File: config.mk
export PLATFORM = sky130hd
export DESIGN_NAME = uart_rx
export DESIGN_NICKNAME = d
export VERILOG_FILES = /design/src/rtl/uart_rx.sv
export SDC_FILE = /design/constraint.sdc
export NUM_CORES = 1
export LEC_CHECK = 0
export BUFFER_PORTS_ARGS = -buffer_cell sky130_fd_sc_hd__buf_2
export CORE_ASPECT_RATIO = 0.7
export CORE_MARGIN = 4
export CORE_UTILIZATION = 30
export CTS_BUF_LIST = sky130_fd_sc_hd__clkbuf_8
export DETAILED_ROUTE_END_ITERATION = 6
export PLACE_DENSITY_LB_ADDON = 0.3
export SLEW_MARGIN = 10
export SYNTH_ARGS = -nofsm -noshare
export SYNTH_HDL_FRONTEND = slang
export SYNTH_SLANG_ARGS = --single-unit
File: constraint.sdc
create_clock -name i_clk -period 1.8 [get_ports i_clk]
set_input_delay 0.09 -clock i_clk [delete_from_list [all_inputs] [get_ports i_clk]]
set_output_delay 0.09 -clock i_clk [all_outputs]
set_load 0.03 [all_outputs]
File: src/rtl/uart_rx.sv
// uart_rx: 16x oversampling serial receiver with its own baud-tick generator
// and input synchroniser. Deserialises 8N1 frames, or 8E1 when the macro
// UART_RX_PARITY_EN is defined. Good bytes are presented with a one-cycle
// o_rx_done strobe; frame and parity errors get their own one-cycle strobes.
module uart_rx #(
    parameter int unsigned NB_DATA  = 8,
    parameter int unsigned BAUD_DIV = 163,
    parameter int unsigned SB_TICKS = 16
) (
    input  logic               i_clk,
    input  logic               i_reset,
    input  logic               i_rx,
    output logic [NB_DATA-1:0] o_data,
    output logic               o_rx_done,
    output logic               o_frame_err,
    output logic               o_parity_err
);

    localparam int unsigned DivW = $clog2(BAUD_DIV);
    localparam int unsigned NW   = (NB_DATA > 1) ? $clog2(NB_DATA) : 1;

    localparam logic [DivW-1:0] DivLast = DivW'(BAUD_DIV - 1);
    localparam logic [NW-1:0]   NLast   = NW'(NB_DATA - 1);
    localparam logic [3:0]      SbLast  = 4'(SB_TICKS - 1);

`ifdef UART_RX_PARITY_EN
    typedef enum logic [2:0] {StIdle, StStart, StData, StParity, StStop, StRecover} state_e;
`else
    typedef enum logic [2:0] {StIdle, StStart, StData, StStop, StRecover} state_e;
`endif

    state_e             state_q, state_d;
    logic               rx_meta, rx_s;
    logic [DivW-1:0]    div_q;
    logic               tick;
    logic [3:0]         s_q, s_d;
    logic [NW-1:0]      n_q, n_d;
    logic [NB_DATA-1:0] sh_q, sh_d;
    logic [NB_DATA-1:0] data_q, data_d;
    logic               done_q, done_d;
    logic               ferr_q, ferr_d;
    logic               par_ok;

    // Two-flop synchroniser; resets to the idle (high) line level
    always_ff @(posedge i_clk or negedge i_reset) begin
        if (!i_reset) begin
            rx_meta <= 1'b1;
            rx_s    <= 1'b1;
        end else begin
            rx_meta <= i_rx;
            rx_s    <= rx_meta;
        end
    end

    // Free-running oversampling tick divider, never realigned to frame start
    always_ff @(posedge i_clk or negedge i_reset) begin
        if (!i_reset) begin
            div_q <= '0;
        end else if (div_q == DivLast) begin
            div_q <= '0;
        end else begin
            div_q <= div_q + DivW'(1);
        end
    end

    assign tick = (div_q == DivLast);

`ifdef UART_RX_PARITY_EN
    logic p_q, p_d;
    logic perr_q, perr_d;

    // Even parity: the received parity bit must match the XOR of the data bits
    assign par_ok       = (p_q == ^sh_q);
    assign o_parity_err = perr_q;
`else
    assign par_ok       = 1'b1;
    assign o_parity_err = 1'b0;
`endif

    // FSM state, counters, shift register and registered outputs
    always_ff @(posedge i_clk or negedge i_reset) begin
        if (!i_reset) begin
            state_q <= StIdle;
            s_q     <= '0;
            n_q     <= '0;
            sh_q    <= '0;
            data_q  <= '0;
            done_q  <= 1'b0;
            ferr_q  <= 1'b0;
`ifdef UART_RX_PARITY_EN
            p_q     <= 1'b0;
            perr_q  <= 1'b0;
`endif
        end else begin
            state_q <= state_d;
            s_q     <= s_d;
            n_q     <= n_d;
            sh_q    <= sh_d;
            data_q  <= data_d;
            done_q  <= done_d;
            ferr_q  <= ferr_d;
`ifdef UART_RX_PARITY_EN
            p_q     <= p_d;
            perr_q  <= perr_d;
`endif
        end
    end

    // Next-state logic: sample mid-bit on tick counts, emit strobes at stop bit
    always_comb begin
        state_d = state_q;
        s_d     = s_q;
        n_d     = n_q;
        sh_d    = sh_q;
        data_d  = data_q;
        done_d  = 1'b0;
        ferr_d  = 1'b0;
`ifdef UART_RX_PARITY_EN
        p_d     = p_q;
        perr_d  = 1'b0;
`endif
        case (state_q)
            StIdle: begin
                if (!rx_s) begin
                    s_d     = '0;
                    state_d = StStart;
                end
            end
            StStart: begin
                if (tick) begin
                    if (s_q == 4'd7) begin
                        if (!rx_s) begin
                            s_d     = '0;
                            n_d     = '0;
                            state_d = StData;
                        end else begin
                            state_d = StIdle;  // glitch shorter than half a bit
                        end
                    end else begin
                        s_d = s_q + 4'd1;
                    end
                end
            end
            StData: begin
                if (tick) begin
                    if (s_q == 4'd15) begin
                        s_d  = '0;
                        sh_d = {rx_s, sh_q[NB_DATA-1:1]};
                        if (n_q == NLast) begin
`ifdef UART_RX_PARITY_EN
                            state_d = StParity;
`else
                            state_d = StStop;
`endif
                        end else begin
                            n_d = n_q + NW'(1);
                        end
                    end else begin
                        s_d = s_q + 4'd1;
                    end
                end
            end
`ifdef UART_RX_PARITY_EN
            StParity: begin
                if (tick) begin
                    if (s_q == 4'd15) begin
                        s_d     = '0;
                        p_d     = rx_s;
                        state_d = StStop;
                    end else begin
                        s_d = s_q + 4'd1;
                    end
                end
            end
`endif
            StStop: begin
                if (tick) begin
                    if (s_q == SbLast) begin
                        if (!rx_s) begin
                            ferr_d  = 1'b1;  // frame error wins over parity
                            state_d = StRecover;
                        end else if (par_ok) begin
                            data_d  = sh_q;
                            done_d  = 1'b1;
                            state_d = StIdle;
                        end else begin
`ifdef UART_RX_PARITY_EN
                            perr_d  = 1'b1;
`endif
                            state_d = StIdle;
                        end
                    end else begin
                        s_d = s_q + 4'd1;
                    end
                end
            end
            StRecover: begin
                // Hold off until a break releases, so it cannot spawn frames
                if (rx_s) begin
                    state_d = StIdle;
                end
            end
            default: state_d = StIdle;
        endcase
    end

    assign o_data      = data_q;
    assign o_rx_done   = done_q;
    assign o_frame_err = ferr_q;

endmodule

==> flow_summary.ini <==
[synth]
synth-compound-area-share_pct = 9.06
ys_ff_latch = 38
yosysWarnings = 0
synth_cell_type_count = 50
synth.avg_cell_area_sq_um = 12.7
synth.yosys.seq_area_share_pct = 49.6
netlist_area_sq_mm = 0.00192
synthCells = 151
synthSimpleGateAreaFrac_pct = 16.4
synth_fp_nets = 159
synth_adder_area_share_pct = 3.26
synth_top_family_by_area = simple AND/OR/NAND/NOR gates
synthMuxAreaShare_pct = 14.2
synth_xor_area_share_pct = 2.74

[global_route]
grt_use_met1_pct = 15.1
grt_pass1_vias = 1161
grt_max_degree = 39
grtUsageMet2_pct = 12.5
met3_usage_pct = 4.37
grt.overflow.total = 0
grt.total_usage_pct = 9.82
busiest_layer = met1
grt_pass1_wl_mm = 5.96
antenna_found_initial = 0

[cts]
cts_buffers = 5
tritoncts = done
htreeDepth = 2
cts.sinks = 38
cts_root_buf = clkbuf_8
worstSkewPairLatency_ns = 0.29
cts_buffer_depth = 2
clkTransAtPathRegs_ns = 0.07

[sta]
tns_ns = 0
rsz0062_at_grt = yes
fin_ws_ns = 0.0394
min_period_ns = 1.76
final_hold_viol_count = 0
setup_violations = 0
drv_slew = 0
finalCritPeriodShare_pct = 97.8
fin_worst_skew_ns = 0.00446
timing.fmax_mhz = 568

[worst_setup_path]
r2r-start = div_q[0]
r2r_end = o_data[2]
endpoint_kind = flop
crit_type = flop to flop
reg2reg_depth = 7
worstPathRequired_ns = 1.98
start_kind = flop
arrival_ns = 1.94
crit_fanout = 6
r2r_setup_slack_ns = 0.04

[routing]
drt_wl_total_mm = 3.72
drc = 0
dr.pass1.iters = 4
vias = 1265
drt_iter0_markers = 142
vias_per_cell = 4.81
wl_per_cell_um = 14.1
drt.antenna.violating_nets = 0

[min_path]
worstHoldPathType = primary input to asynchronous set/reset pin

[final_layout]
fillCellCount = 607
area_growth_pct = 25.0
antenna_cells = 0
drive_gt1_share_pct = 42.7
fin_nets = 192

[floorplanning]
start_util_pct = 30.9
ios = 14
die_w_um = 104
dieArea_sq_mm = 0.00777
die_y_um = 74.9
rows = 24
core_sq_mm = 0.00622

[placed_design]
port_buffers = 12
place_ws_ns = -0.0155
dp_hpwl_mm = 2.43
gp_congestion = 0.815

[pwr]
power.total_mw = 1.79
leakage_nw = 1.15
p_per_area_mw_per_mm2 = 745
worst_ir_drop_vdd_v = 0.000377

[run_status]
outcome = finished, final reports clean

[flow_run]
maxCapViolCount = 0
-- cell usage after synthesis (all sizes together) --
cell type	count	area [sq um]
clkbuf	2	7.51
nand2b	1	6.26
nor4b	1	15.0
mux2i	1	10.0
dfstp	2	52.6
nor3	1	5.00
o31ai	2	28.8
nor4bb	1	10.0
a32oi	1	8.76
a31o	3	26.3
nor2	13	58.8
ha	5	62.6
a211o	1	8.76
nand4	4	25.0
and3	3	18.8
or3	1	6.26
nand3b	1	7.51
a21oi	3	15.0
conb	1	3.75
dfrtp	36	901
nand3	6	35.0
nor3b	2	15.0
o2bb2ai	1	8.76
nor4	1	6.26
xnor2	6	52.6
o211ai	1	7.51
a21bo	1	10.0
o22a	1	8.76
o221ai	1	8.76
o21bai	1	7.51
mux2	18	263
nand4b	2	17.5
and4bb	1	12.5
nand2	3	11.3
and4	2	20.0
buf	7	63.8
a22o	4	35.0
nor2b	4	25.0
inv	4	15.0
and3b	1	8.76
nand4bb	1	11.3
-- worst max-delay path by stage --
stage                     depth (start not counted)  slack [ns]      from        end
after floorplan                                   7       -0.05  div_q[0]  o_data[0]
after CTS                                         4       0.004    s_q[0]  o_data[6]
after global routing                              7       -0.05  div_q[0]  o_data[2]
after detailed placement                          5       -0.02  div_q[3]     s_q[2]
after global placement                            5       0.006  div_q[3]     s_q[2]
final                                             7        0.04  div_q[0]  o_data[2]
-- worst max-delay path, cell delays in order (launching register included) --
cell and delay, ns:
dfrtp_1 0.38, inv_1 0.06, ha_2 0.18, nand4b_1 0.13, buf_6 0.17, nor2_4 0.11, and4_2 0.32, mux2_4 0.31
-- power breakdown --
group	total, mW	switching, mW	leakage, nW	internal [mW]
Clock	0.896	0.305	0.0714	0.591
Sequential	0.861	0.00383	0.505	0.857
Combinational	0.0311	0.0217	0.571	0.00939
Total	1.79	0.331	1.15	1.46
-- stage by stage --
step	cell area (sq um)	hold WS [ns]	utilization, %	cells
3_5_place_dp	2170	0.0724	35.0	251
5_1_grt	2400	0.299	38.6	263
3_3_place_gp	2170	0.0753	35.0	251
2_1_floorplan	1920	-0.206	-	151
6_report	2400	0.292	38.6	263
4_1_cts	2340	0.295	37.7	261
-- cell families (layout without fill, tap and decap cells) --
| family | after synthesis | count (layout) |
|---|---|---|
| simple gates | 49 | 50 |
| fa+ha+maj | 5 | 5 |
| buf+inv | 13 | 46 |
| compound gates | 20 | 20 |
| mux | 19 | 19 |
| flops | 38 | 38 |
| xor+xnor | 6 | 6 |
| other cells | 1 | 1 |
-- registers in the layout, summed over array words and instances (netlist names) --
name	cells
n_q	3
sh_q	8
s_q	4
div_q	8
rx_s	1
o_frame_err	1
state_q	3
o_data	8
rx_meta	1
o_rx_done	1
-- layout make-up --
| class | count | area (sq um) | share of cell area [%] |
|---|---|---|---|
| Sequential cell | 38 | 953 | 39.7 |
| Timing Repair Buffer | 34 | 259 | 10.8 |
| Clock buffer | 6 | 82.6 | 3.44 |
| Clock inverter | 2 | 60.1 | 2.50 |
| Multi-Input combinational cell | 101 | 932 | 38.8 |
| Inverter | 4 | 15.0 | 0.626 |
| Tap cell | 78 | 97.6 | 4.07 |
-- routing by layer --
metal  routed length, um  vias up
met1                2080      620
met5                   0        -
li1                    -      619
met4                  17        0
met2                1440       22
met3                 174        4
-- placed cells by master (no fill, tap or decap), drive strengths merged, types with 2 or more instances in the layout --
cell	count
nor2b	4
inv	4
dfstp	2
clkbuf	6
a31o	3
o31ai	2
and3	3
nor2	13
xnor2	6
mux2	18
dfrtp	36
nand3	6
nor3b	2
ha	5
bufinv	2
buf	32
a21oi	3
nand4	4
nand2	3
dlygate4sd3	2
and4	3
nand4b	2
a22o	4
-- timing repair --
item | in CTS | in global routing
endpoints found under the setup margin | 3 | 21
pin swaps | 0 | 2
setup buffers | 0 | 1
gates cloned | 0 | 1
endpoints found under the hold margin | 39 | 0
gates resized for setup | 1 | 8
hold buffers | 2 | 0
(Power assumes the default switching activity.)
